--- src/rtl/sample_player.sv ---
// Playback engine: streams signed samples out of an audio RAM read port, one per
// audio strobe, with a one-sample prefetch to hide the RAM read latency.
module sample_player #(
  parameter int ADDR_WIDTH   = 16,
  parameter int DATA_WIDTH   = 8,
  parameter int READ_LATENCY = 2
) (
  input  logic                         clk_in,
  input  logic                         rst_in,
  input  logic                         play_in,
  input  logic                         stop_in,
  input  logic                         loop_in,
  input  logic [ADDR_WIDTH-1:0]        length_in,
  input  logic                         audio_valid_in,
  output logic [ADDR_WIDTH-1:0]        ram_addr_out,
  input  logic signed [DATA_WIDTH-1:0] ram_data_in,
  output logic signed [DATA_WIDTH-1:0] audio_out,
  output logic                         audio_valid_out,
  output logic                         busy_out,
  output logic                         done_out,
  output logic                         underrun_out,
  output logic [1:0]                   state_dbg_out
);

  // Handshake: audio_valid_in is a bare strobe (no ready); audio_valid_out is a
  // one-cycle pulse qualifying the registered audio_out, with no back-pressure.

  typedef enum logic [1:0] {
    S_IDLE     = 2'd0,
    S_PREFETCH = 2'd1,
    S_READY    = 2'd2
  } state_t;

  localparam int CW = $clog2(READ_LATENCY + 2) + 1;

  state_t                        state_q, state_d;
  logic [CW-1:0]                 wait_q, wait_d;
  logic [ADDR_WIDTH-1:0]         addr_q, addr_d;
  logic [ADDR_WIDTH-1:0]         len_q, len_d;
  logic                          loop_q, loop_d;
  logic signed [DATA_WIDTH-1:0]  buf_q, buf_d;
  logic signed [DATA_WIDTH-1:0]  audio_q, audio_d;
  logic                          valid_q, valid_d;
  logic                          busy_q, busy_d;
  logic                          done_q, done_d;
  logic                          underrun_q, underrun_d;

  always_comb begin
    state_d    = state_q;
    wait_d     = wait_q;
    addr_d     = addr_q;
    len_d      = len_q;
    loop_d     = loop_q;
    buf_d      = buf_q;
    audio_d    = audio_q;
    valid_d    = 1'b0;
    done_d     = 1'b0;
    underrun_d = 1'b0;

    case (state_q)
      S_IDLE: begin
        if (play_in && !stop_in && (length_in != '0)) begin
          len_d   = length_in;
          loop_d  = loop_in;
          addr_d  = '0;
          wait_d  = '0;
          state_d = S_PREFETCH;
        end
      end
      S_PREFETCH: begin
        if (stop_in) begin
          state_d = S_IDLE;
        end else begin
          wait_d = wait_q + CW'(1);
          if (audio_valid_in) underrun_d = 1'b1;
          if (wait_q == CW'(READ_LATENCY)) begin
            buf_d   = ram_data_in;
            state_d = S_READY;
          end
        end
      end
      S_READY: begin
        if (stop_in) begin
          state_d = S_IDLE;
        end else if (audio_valid_in) begin
          audio_d = buf_q;
          valid_d = 1'b1;
          // After an address step the counter starts at all-ones, giving one
          // extra settling cycle before the read latency is counted.
          if (addr_q != len_q - ADDR_WIDTH'(1)) begin
            addr_d  = addr_q + ADDR_WIDTH'(1);
            wait_d  = '1;
            state_d = S_PREFETCH;
          end else if (loop_q) begin
            addr_d  = '0;
            wait_d  = '1;
            state_d = S_PREFETCH;
          end else begin
            done_d  = 1'b1;
            state_d = S_IDLE;
          end
        end
      end
      default: state_d = S_IDLE;
    endcase

    busy_d = (state_d != S_IDLE);
  end

  always_ff @(posedge clk_in or negedge rst_in) begin
    if (!rst_in) begin
      state_q    <= S_IDLE;
      wait_q     <= '0;
      addr_q     <= '0;
      len_q      <= '0;
      loop_q     <= 1'b0;
      buf_q      <= '0;
      audio_q    <= '0;
      valid_q    <= 1'b0;
      busy_q     <= 1'b0;
      done_q     <= 1'b0;
      underrun_q <= 1'b0;
    end else begin
      state_q    <= state_d;
      wait_q     <= wait_d;
      addr_q     <= addr_d;
      len_q      <= len_d;
      loop_q     <= loop_d;
      buf_q      <= buf_d;
      audio_q    <= audio_d;
      valid_q    <= valid_d;
      busy_q     <= busy_d;
      done_q     <= done_d;
      underrun_q <= underrun_d;
    end
  end

  assign ram_addr_out    = addr_q;
  assign audio_out       = audio_q;
  assign audio_valid_out = valid_q;
  assign busy_out        = busy_q;
  assign done_out        = done_q;
  assign underrun_out    = underrun_q;
  assign state_dbg_out   = state_q;

endmodule

--- config.mk ---
export PLATFORM = sky130hd
export DESIGN_NAME = sample_player
export DESIGN_NICKNAME = d
export VERILOG_FILES = /design/src/rtl/sample_player.sv
export SDC_FILE = /design/constraint.sdc
export NUM_CORES = 1
export LEC_CHECK = 0
export BUFFER_PORTS_ARGS = -buffer_cell sky130_fd_sc_hd__clkbuf_2
export CORE_UTILIZATION = 31
export CTS_CLUSTER_SIZE = 30
export DETAILED_ROUTE_END_ITERATION = 16
export PLACE_DENSITY_LB_ADDON = 0.2
export SETUP_SLACK_MARGIN = 0.05
export SLEW_MARGIN = 10
export SYNTH_ARGS = -nofsm -noshare
export SYNTH_HDL_FRONTEND = slang
export SYNTH_SLANG_ARGS = --single-unit
export TNS_END_PERCENT = 1
--- constraint.sdc ---
create_clock -name clk_in -period 10 [get_ports clk_in]
set_input_delay 1 -clock clk_in [delete_from_list [all_inputs] [get_ports clk_in]]
set_output_delay 1 -clock clk_in [all_outputs]
set_load 0.005 [all_outputs]
======== Yosys cells after proc, flatten, opt, wreduce, memory -nomap -nowiden ========
Cells that the tools add are included.
storage, ports and cells
  register bits ........................... 58
  bits of input ports ..................... 30
  output and inout port bits .............. 30
  word-level logic and storage cells ...... 67
cells by class
  $add $sub $neg .......................... 3
  eq/ne operators ......................... 9
  muxes and demuxes ....................... 30
  bitwise operators ....................... 1
  reductions and logical operators ........ 13
operators by type and width
  kind                     number
  $mux W16                 5
  $pmux W16 S2             1
  $mux W3                  6
  $add A16 B1 Y16 const B  1
  $ne A16 B16 Y1           1
  $reduce_bool A16 Y1      1
  $sub A16 B1 Y16 const B  1
  $mux W1                  11
  $mux W2                  5
  $pmux W3 S3              1
  $ne A2 B2 Y1 const B     4
  $pmux W2 S3              1
  $reduce_and A3 Y1        2
  $reduce_and A6 Y1        1
  $reduce_and A5 Y1        1
  $reduce_bool A2 Y1       2
  $add A3 B1 Y3 const B    1
  $eq A3 B2 Y1 const B     1
  $ne A3 B3 Y1 const B     1
  $reduce_bool A3 Y1       1
  $eq A2 B1 Y1 const B     1
  $eq A2 B2 Y1 const B     1
  $logic_and A1 B1 Y1      2
  $logic_not A2 Y1         1
  3 further kinds          3

======== Depth between registers and ports, before layout ========
Gate-level depths: netlist (run 1).
  depth in word-level cells ............... 7
  gate-level depth with buffers ........... 11

======== Worst setup path before layout (run 1) ========
OpenSTA, ideal clock, no wires.
  path type ............................... reg2reg
  from .................................... reg len_q[0]
  to ...................................... reg addr_q[3] (netlist: ram_addr_out[3])
  setup time .............................. 0.131 ns
  data arrival time ....................... 2.982 ns
  setup slack ............................. 6.886 ns
  cell stages (with the launch flop) ...... 11
  buffers on the path ..................... 1
  period minus slack after synthesis ...... 3.114 ns
  path through ............................ dfrtp_1 > inv_1 > ha_1 > buf_2 > or3b_2 > or4_1 > a211oi_2 > nor3_1 > or4_1 > a221oi_1 > o21ai_0
on the way
  longest elaborated chain between the ends .. 6
  elaborated cells on any way between the ends .. 8
  classes of those cells .................. 1 x add/sub; 2 x eq/ne; 4 x mux; 1 x reduce/logical
ends and longest elaborated chain
  item                    line  text
  start, declared         39    logic [ADDR_WIDTH-1:0] len_q, len_d;
  start signal, assigned  127   len_q <= len_d;
  $sub A16 B1 Y16 (*)     90    if (addr_q != len_q - ADDR_WIDTH'(1)) begin
  $ne A16 B16 Y1 (*)      90
  $mux W16                90
  $mux W16                85    end else if (audio_valid_in) begin
  $mux W16                83    if (stop_in) begin
  $pmux W16 S2            60    case (state_q)
  end signal, assigned    126   addr_q <= addr_d;
  end, declared           38    logic [ADDR_WIDTH-1:0] addr_q, addr_d;
Mark *: on every way between the ends. The rest lies on a longest branch, timed or not. The select of a mux whose other input is x is not followed.
A chain may end at the register's enable or synchronous reset.

======== Worst setup path in the final report (run 1) ========
  from .................................... reg len_q[0]
  to ...................................... reg addr_q[1] (netlist: ram_addr_out[1])
The elaborated chain is that of the path after synthesis.

==> results of run 1 <==
state kept, by name, indices dropped and copies added, names as in the netlist:
signal / flops
wait_q: 3
ram_addr_out: 16
done_out: 1
loop_q: 1
audio_valid_out: 1
underrun_out: 1
state_dbg_out: 2
len_q: 16
buf_q: 8
audio_out: 8
busy_out: 1
layer usage:
metal,up-vias,share of wire (%),global-route usage [%]
met2,78,47,26.0
li1,1416,-,-
met3,6,5.0,6.04
met1,1403,47,21.1
met5,-,0,0
met4,0,0.78,3.57
cell families (layout without fill, tap and decap cells):
family	after synthesis	count (layout)	synth area share [%]
multiplexers	37	37	11.6
flip-flops	58	58	41.1
adder cells (fa/ha/maj)	9	9	3.19
XOR/XNOR	19	19	4.71
buffers and inverters	37	102	4.39
AND/OR/NAND/NOR	123	123	19.9
AO/OA/AOI/OAI	60	60	15.1
placed cells by master, fill, tap and decap left out, drive strengths merged, types with 7 or more instances in the layout:
cell / instances
clkbuf: 69
dfrtp: 58
ha: 9
inv: 25
mux2: 33
nand2: 26
nand3: 15
nand4: 8
nor2: 10
nor3: 7
nor4: 13
o21ai: 11
o221ai: 13
or4: 8
xnor2: 13
through the flow:
| step | setup slack, ns | total power [mW] | hold slack (ns) | area, µm² |
|---|---|---|---|---|
| after CTS | 6.39 | 0.947 | 0.507 | 4260 |
| after global placement | 6.48 | 0.634 | 0.483 | 3970 |
| after floorplan | 6.89 | 0.561 | 0.475 | 3530 |
| after global routing | 6.15 | 0.998 | 0.516 | 4260 |
| final | 6.44 | 0.935 | 0.500 | 4260 |
| after detailed placement | 6.41 | 0.646 | 0.494 | 3970 |
power by group through the flow:
stage	registers, mW	logic, mW	clock network, mW
after floorplan	0.330	0.231	0
after global placement	0.352	0.282	0
after detailed placement	0.356	0.290	0
final	0.351	0.290	0.293
after CTS	0.351	0.292	0.303
after global routing	0.361	0.323	0.314
critical path, stage by stage, from the launching register on:
cell and delay [ns]:
dfrtp_1 0.43, inv_1 0.08, ha_1 0.35, or3b_2 0.55, o31ai_1 0.33, a211oi_2 0.14, o32ai_1 0.53, nor3_4 0.14
o22ai_2 0.66, mux2i_1 0.26
worst paths after layout:
path	from	endpoint	slack, ns	depth (start not counted)
worst max register to register	len_q[0]	ram_addr_out[1]	6.44	9
min in group asynchronous	rst_in	ram_addr_out[7]	0.83	2
worst min register to register	buf_q[1]	buf_q[1]	0.50	1
worst max-delay path	len_q[0]	ram_addr_out[1]	6.44	9
worst min-delay path	buf_q[1]	buf_q[1]	0.50	1
max in group asynchronous	rst_in	ram_addr_out[13]	8.65	2
cell type report:
class / instances / share of cell area [%]
Clock buffer: 10 / 5.62
Clock inverter: 6 / 1.18
Sequential cell: 58 / 34.1
Multi-Input combinational cell: 248 / 45.3
Tap cell: 140 / 4.12
Inverter: 23 / 2.03
Timing Repair Buffer: 63 / 7.64
==> metrics, run 1 <==
outcome completed; Tcrit/Tclk final 35.6%; Mapped Area 0.00353 mm²; Required @ worst endpoint 10.25 ns; worst-case clock buffer depth 2; Yosys cell types 60; wire per inst 16.5 µm; Routed Antenna Nets 0; sequential share of power 37.6%; switching share of power 36.5%; crit start category flip-flop; flops & latches, synth 58; H-tree depth 3; multi-input logic area 0.00193 mm²; Finish-stage setup viols 0; setup TNS 0 ns; root buffer cell clkbuf_16; Fillers 1088; critical path arrival 3.81 ns; Routability Congestion 0.845; # diodes 0; Layout area overhead 20.4%; number of port buffers 59; Die W 109 µm; core area 0.0110 mm²; Overflow after GRT 0; Seq. cell area 0.00145 mm²; Worst-path clk slew 0.06 ns; Layout Utilization 38.7%; Synthesis Warnings 0; share of layout cells above drive strength 1 32.4%; highest clock rate 281 MHz; Min-Delay Path Class reg -> reg; Starting DRT DRC Count 96; Post-synth top flop dfrtp_1; number of global-route vias before repair 2805; first-pass GRT wire length 14.6 mm; CTS resizes 0; die area 0.0118 mm²; Pwr per Cell Area 220 mW/mm²; EDFF count, synth 0; Final Critical Period 3.56 ns; top-count cell post-synth dfrtp_1; hold_buf cts 0; Logic pwr share 31.0%; Syn Area/Cell 10.3 µm²; Net count, final 442; Cells after DPL 532; clock skew 0.00724 ns; Int Power 594 µW; latest clock arrival within the worst-skew pair 0.33 ns; post-synthesis sequential area ratio 41.1%; final hold vios 0; critical path endpoint category flip-flop; largest cells by area after synthesis dfrtp_1 41%, mux2_2 11%, xnor2_1 3.2%; die height 109 µm; syn nets 382; starting density of the core 32.2%; Worst-Margin Slew 0.959 ns; maximum VDD drop 0.110 mV; Slew Viols, Final 0; setup repair after global routing missed its margin no; GRT Total Usage 16.4%; clock sinks 58; first drt pass iteration count 4; top post-synthesis cells by count 58 x dfrtp_1, 33 x mux2_2, 26 x nand2_1; Max Cap Viol 0; Syn Inst Count 343; critical path class reg -> reg; crit-path max FO 13; via-per-instance ratio 5.30; Post-CTS Setup Bufs 0; CTS tree done; Total Routed Length 9.03 mm; initial antenna violation count 0; I/O pin count 60; P_leak 1.82 nW; CTS Buf Count 9; Slew headroom 35.9%; Post-synth ARST share 100%; switching power total 341 µW; drc violations 0; final non-filler cell total 548; clock share of power 31.4%; dpl hpwl 6.71 mm; num rows 38; via count 2903; cell taking the most area after synthesis dfrtp_1; largest net degree at the start of global routing 59; top cell type's share of synthesized area 41.1%
(Power assumes the default switching activity.)
==> inputs of run 2 (changes only) <==
==> constraint.sdc (replaced) <==
create_clock -name clk_in -period 3.2 [get_ports clk_in]
set_input_delay 0.32 -clock clk_in [delete_from_list [all_inputs] [get_ports clk_in]]
set_output_delay 0.32 -clock clk_in [all_outputs]
set_load 0.005 [all_outputs]
==> run 2 against run 1 <==
Against the previous run:
- setup slack got worse by 6.3 ns
- total power increased to 3.4 times the previous value
- sequential power increased to 2.9 times the previous value
- highest routed layer unchanged
==> metrics, run 2 (same netlist as run 1, synthesis figures left out) <==
Die W 109 µm (unchanged); clock skew 0.00539 ns (was 0.00724 ns); initial antenna violation count 0 (unchanged); via-per-instance ratio 5.19 (was 5.30); dpl hpwl 7.00 mm (was 6.71 mm); CTS Buf Count 9 (unchanged); GR Layer Usage met2 25.9% (was 26.0%); post-place setup slack -0.00967 ns (was 6.41 ns); share of layout cells above drive strength 1 37.1% (was 32.4%); GR Layer Usage met1 22.3% (was 21.1%); number of port buffers 59 (unchanged); switching power total 1.09 mW (was 341 µW); Final Critical Period 3.06 ns (was 3.56 ns); I/O pin count 60 (unchanged); Routed Antenna Nets 0 (unchanged); commonest non-fill, non-tap cell in the layout clkbuf_2 (unchanged); GR peak layer met2 (unchanged); Routability Congestion 0.772 (was 0.845); switching share of power 34.0% (was 36.5%); Int Power 2.11 mW (was 594 µW); Max Cap Viol 0 (unchanged); final non-filler cell total 571 (was 548); clock sinks 58 (unchanged); Total Routed Length 9.21 mm (was 9.03 mm); highest clock rate 327 MHz (was 281 MHz); Logic pwr share 35.6% (was 31.0%); largest net degree at the start of global routing 34 (was 59); Finished Cell Area 0.00450 mm² (was 0.00426 mm²); num rows 38 (unchanged); root buffer cell clkbuf_16 (unchanged); via count 2964 (was 2903); slowest CP cell or4_1 (was o22ai_2); Finish-stage setup viols 0 (unchanged); crit start category flip-flop (unchanged); latest clock arrival within the worst-skew pair 0.33 ns (about the same); Net count, final 465 (was 442); Layout Utilization 41.0% (was 38.7%); die height 109 µm (unchanged); critical path class reg -> reg (unchanged); crit path cell chain buf_4 -> or4_1 -> or4_4 -> a2111oi_4 -> nand4_2 -> nor3_4 -> buf_6 -> o221ai_1 -> or2_1 (was inv_1 -> ha_1 -> or3b_2 -> o31ai_1 -> a211oi_2 -> o32ai_1 -> nor3_4 -> o22ai_2 -> mux2i_1); maximum VDD drop 0.232 mV (was 0.110 mV); sequential share of power 32.1% (was 37.6%); Critical path buffers and inverters 2 (was 1); wire per inst 16.1 µm (was 16.5 µm); worst-case clock buffer depth 2 (unchanged); setup TNS 0 ns (unchanged); critical path endpoint category flip-flop (unchanged); drc violations 0 (unchanged); worst reg2reg startpoint len_q[1] (was len_q[0]); CTS tree done (unchanged); worst stage delay on the critical path 0.57 ns (was 0.66 ns); Layout area overhead 27.4% (was 20.4%); first drt pass iteration count 4 (unchanged); Tcrit/Tclk final 95.6% (was 35.6%); number of global-route vias before repair 2948 (was 2805); placed cell areas 0.00414 mm² (was 0.00397 mm²); commonest cells after routing, fill and taps aside 59 x clkbuf_2, 58 x dfrtp_1, 33 x mux2_2 (unchanged); # diodes 0 (unchanged); Overflow after GRT 0 (unchanged); beginning of the critical path len_q[1] (was len_q[0]); Worst-Margin Slew 0.682 ns (was 0.959 ns); hold_buf cts 0 (unchanged); Required @ worst endpoint 3.41 ns (was 10.25 ns); Min-Delay Path Class in -> async (was reg -> reg); critical path arrival 3.27 ns (was 3.81 ns); first-pass GRT wire length 15.0 mm (was 14.6 mm); crit-path leading delay family simple AND/OR/NAND/NOR gates (was compound AO/OA/AOI/OAI gates); GRT Total Usage 16.8% (was 16.4%); setup repair after global routing missed its margin yes (was no); Slew Viols, Final 0 (unchanged); total chip power 3.19 mW (was 935 µW); Slew headroom 54.5% (was 35.9%); Starting DRT DRC Count 103 (was 96); starting density of the core 32.2% (unchanged); crit-path max FO 5 (was 13); Worst-path clk slew 0.05 ns (was 0.06 ns); clock share of power 32.2% (was 31.4%); die area 0.0118 mm² (unchanged); P_leak 1.96 nW (was 1.82 nW); met3 GRT Util 5.68% (was 6.04%); final hold vios 0 (unchanged); outcome completed (unchanged); H-tree depth 3 (unchanged); core area 0.0110 mm² (unchanged); setup ws final 0.140 ns (was 6.44 ns); Pwr per Cell Area 709 mW/mm² (was 220 mW/mm²); Cells after DPL 555 (was 532); worst hold slack 0.0218 ns (was 0.500 ns)
==> run 2: changes by cell type in the layout (fill, tap and decap cells not counted), moves of 2 or more <==
cell and change:
buf_4 +22, inv_6 -2, clkinv_2 +2, bufinv_16 +2
==> run 2: worst paths after layout <==
kind,endpoint,slack (ns),cells past startpoint
setup / recovery,busy_out,0.14,9
hold / removal,ram_addr_out[7],0.02,1
setup reg to reg,busy_out,0.14,9
hold reg to reg,audio_out[0],0.50,1
max in group asynchronous,len_q[13],2.27,2
min in group clk_in,buf_q[1],0.22,2
==> run 2: routing by layer <==
metal	part of all wire (%)	wire length (µm)	vias to the layer above
li1	-	-	1452
met1	47	4310	1434
met2	46	4280	72
met3	5.9	540	6
met4	0.84	77	0
met5	0	0	-
==> run 2: final cells by class <==
type | count | area (µm²)
Clock inverter | 7 | 93.8
Inverter | 23 | 86.3
Clock buffer | 9 | 225
Tap cell | 140 | 175
Fill cell | 1077 | 6480
Multi-Input combinational cell | 248 | 1970
Timing Repair Buffer | 86 | 502
Sequential cell | 58 | 1450
==> run 2: power by group through the flow <==
stage | Combinational, mW | Clock, mW | Sequential (mW)
after floorplan | 0.721 | 0 | 1.03
after global placement | 1.09 | 0 | 1.03
after detailed placement | 1.10 | 0 | 1.03
after CTS | 1.12 | 1.06 | 1.02
after global routing | 1.25 | 1.09 | 1.05
final | 1.14 | 1.03 | 1.03
==> run 2: repair_timing <==
item,4_1_cts,5_1_grt
endpoints found under the hold margin,0,0
buffers inserted,0,0
gates resized for setup,5,5
pin swaps,1,5
endpoints found under the setup margin,13,5
==> run 2: worst reg2reg max path, stage by stage (launching register included) <==
cell,delay [ns]
dfrtp_1,0.37
buf_4,0.14
or4_1,0.57
or4_4,0.52
a2111oi_4,0.39
nand4_2,0.18
nor3_4,0.22
buf_6,0.15
o221ai_1,0.14
or2_1,0.26
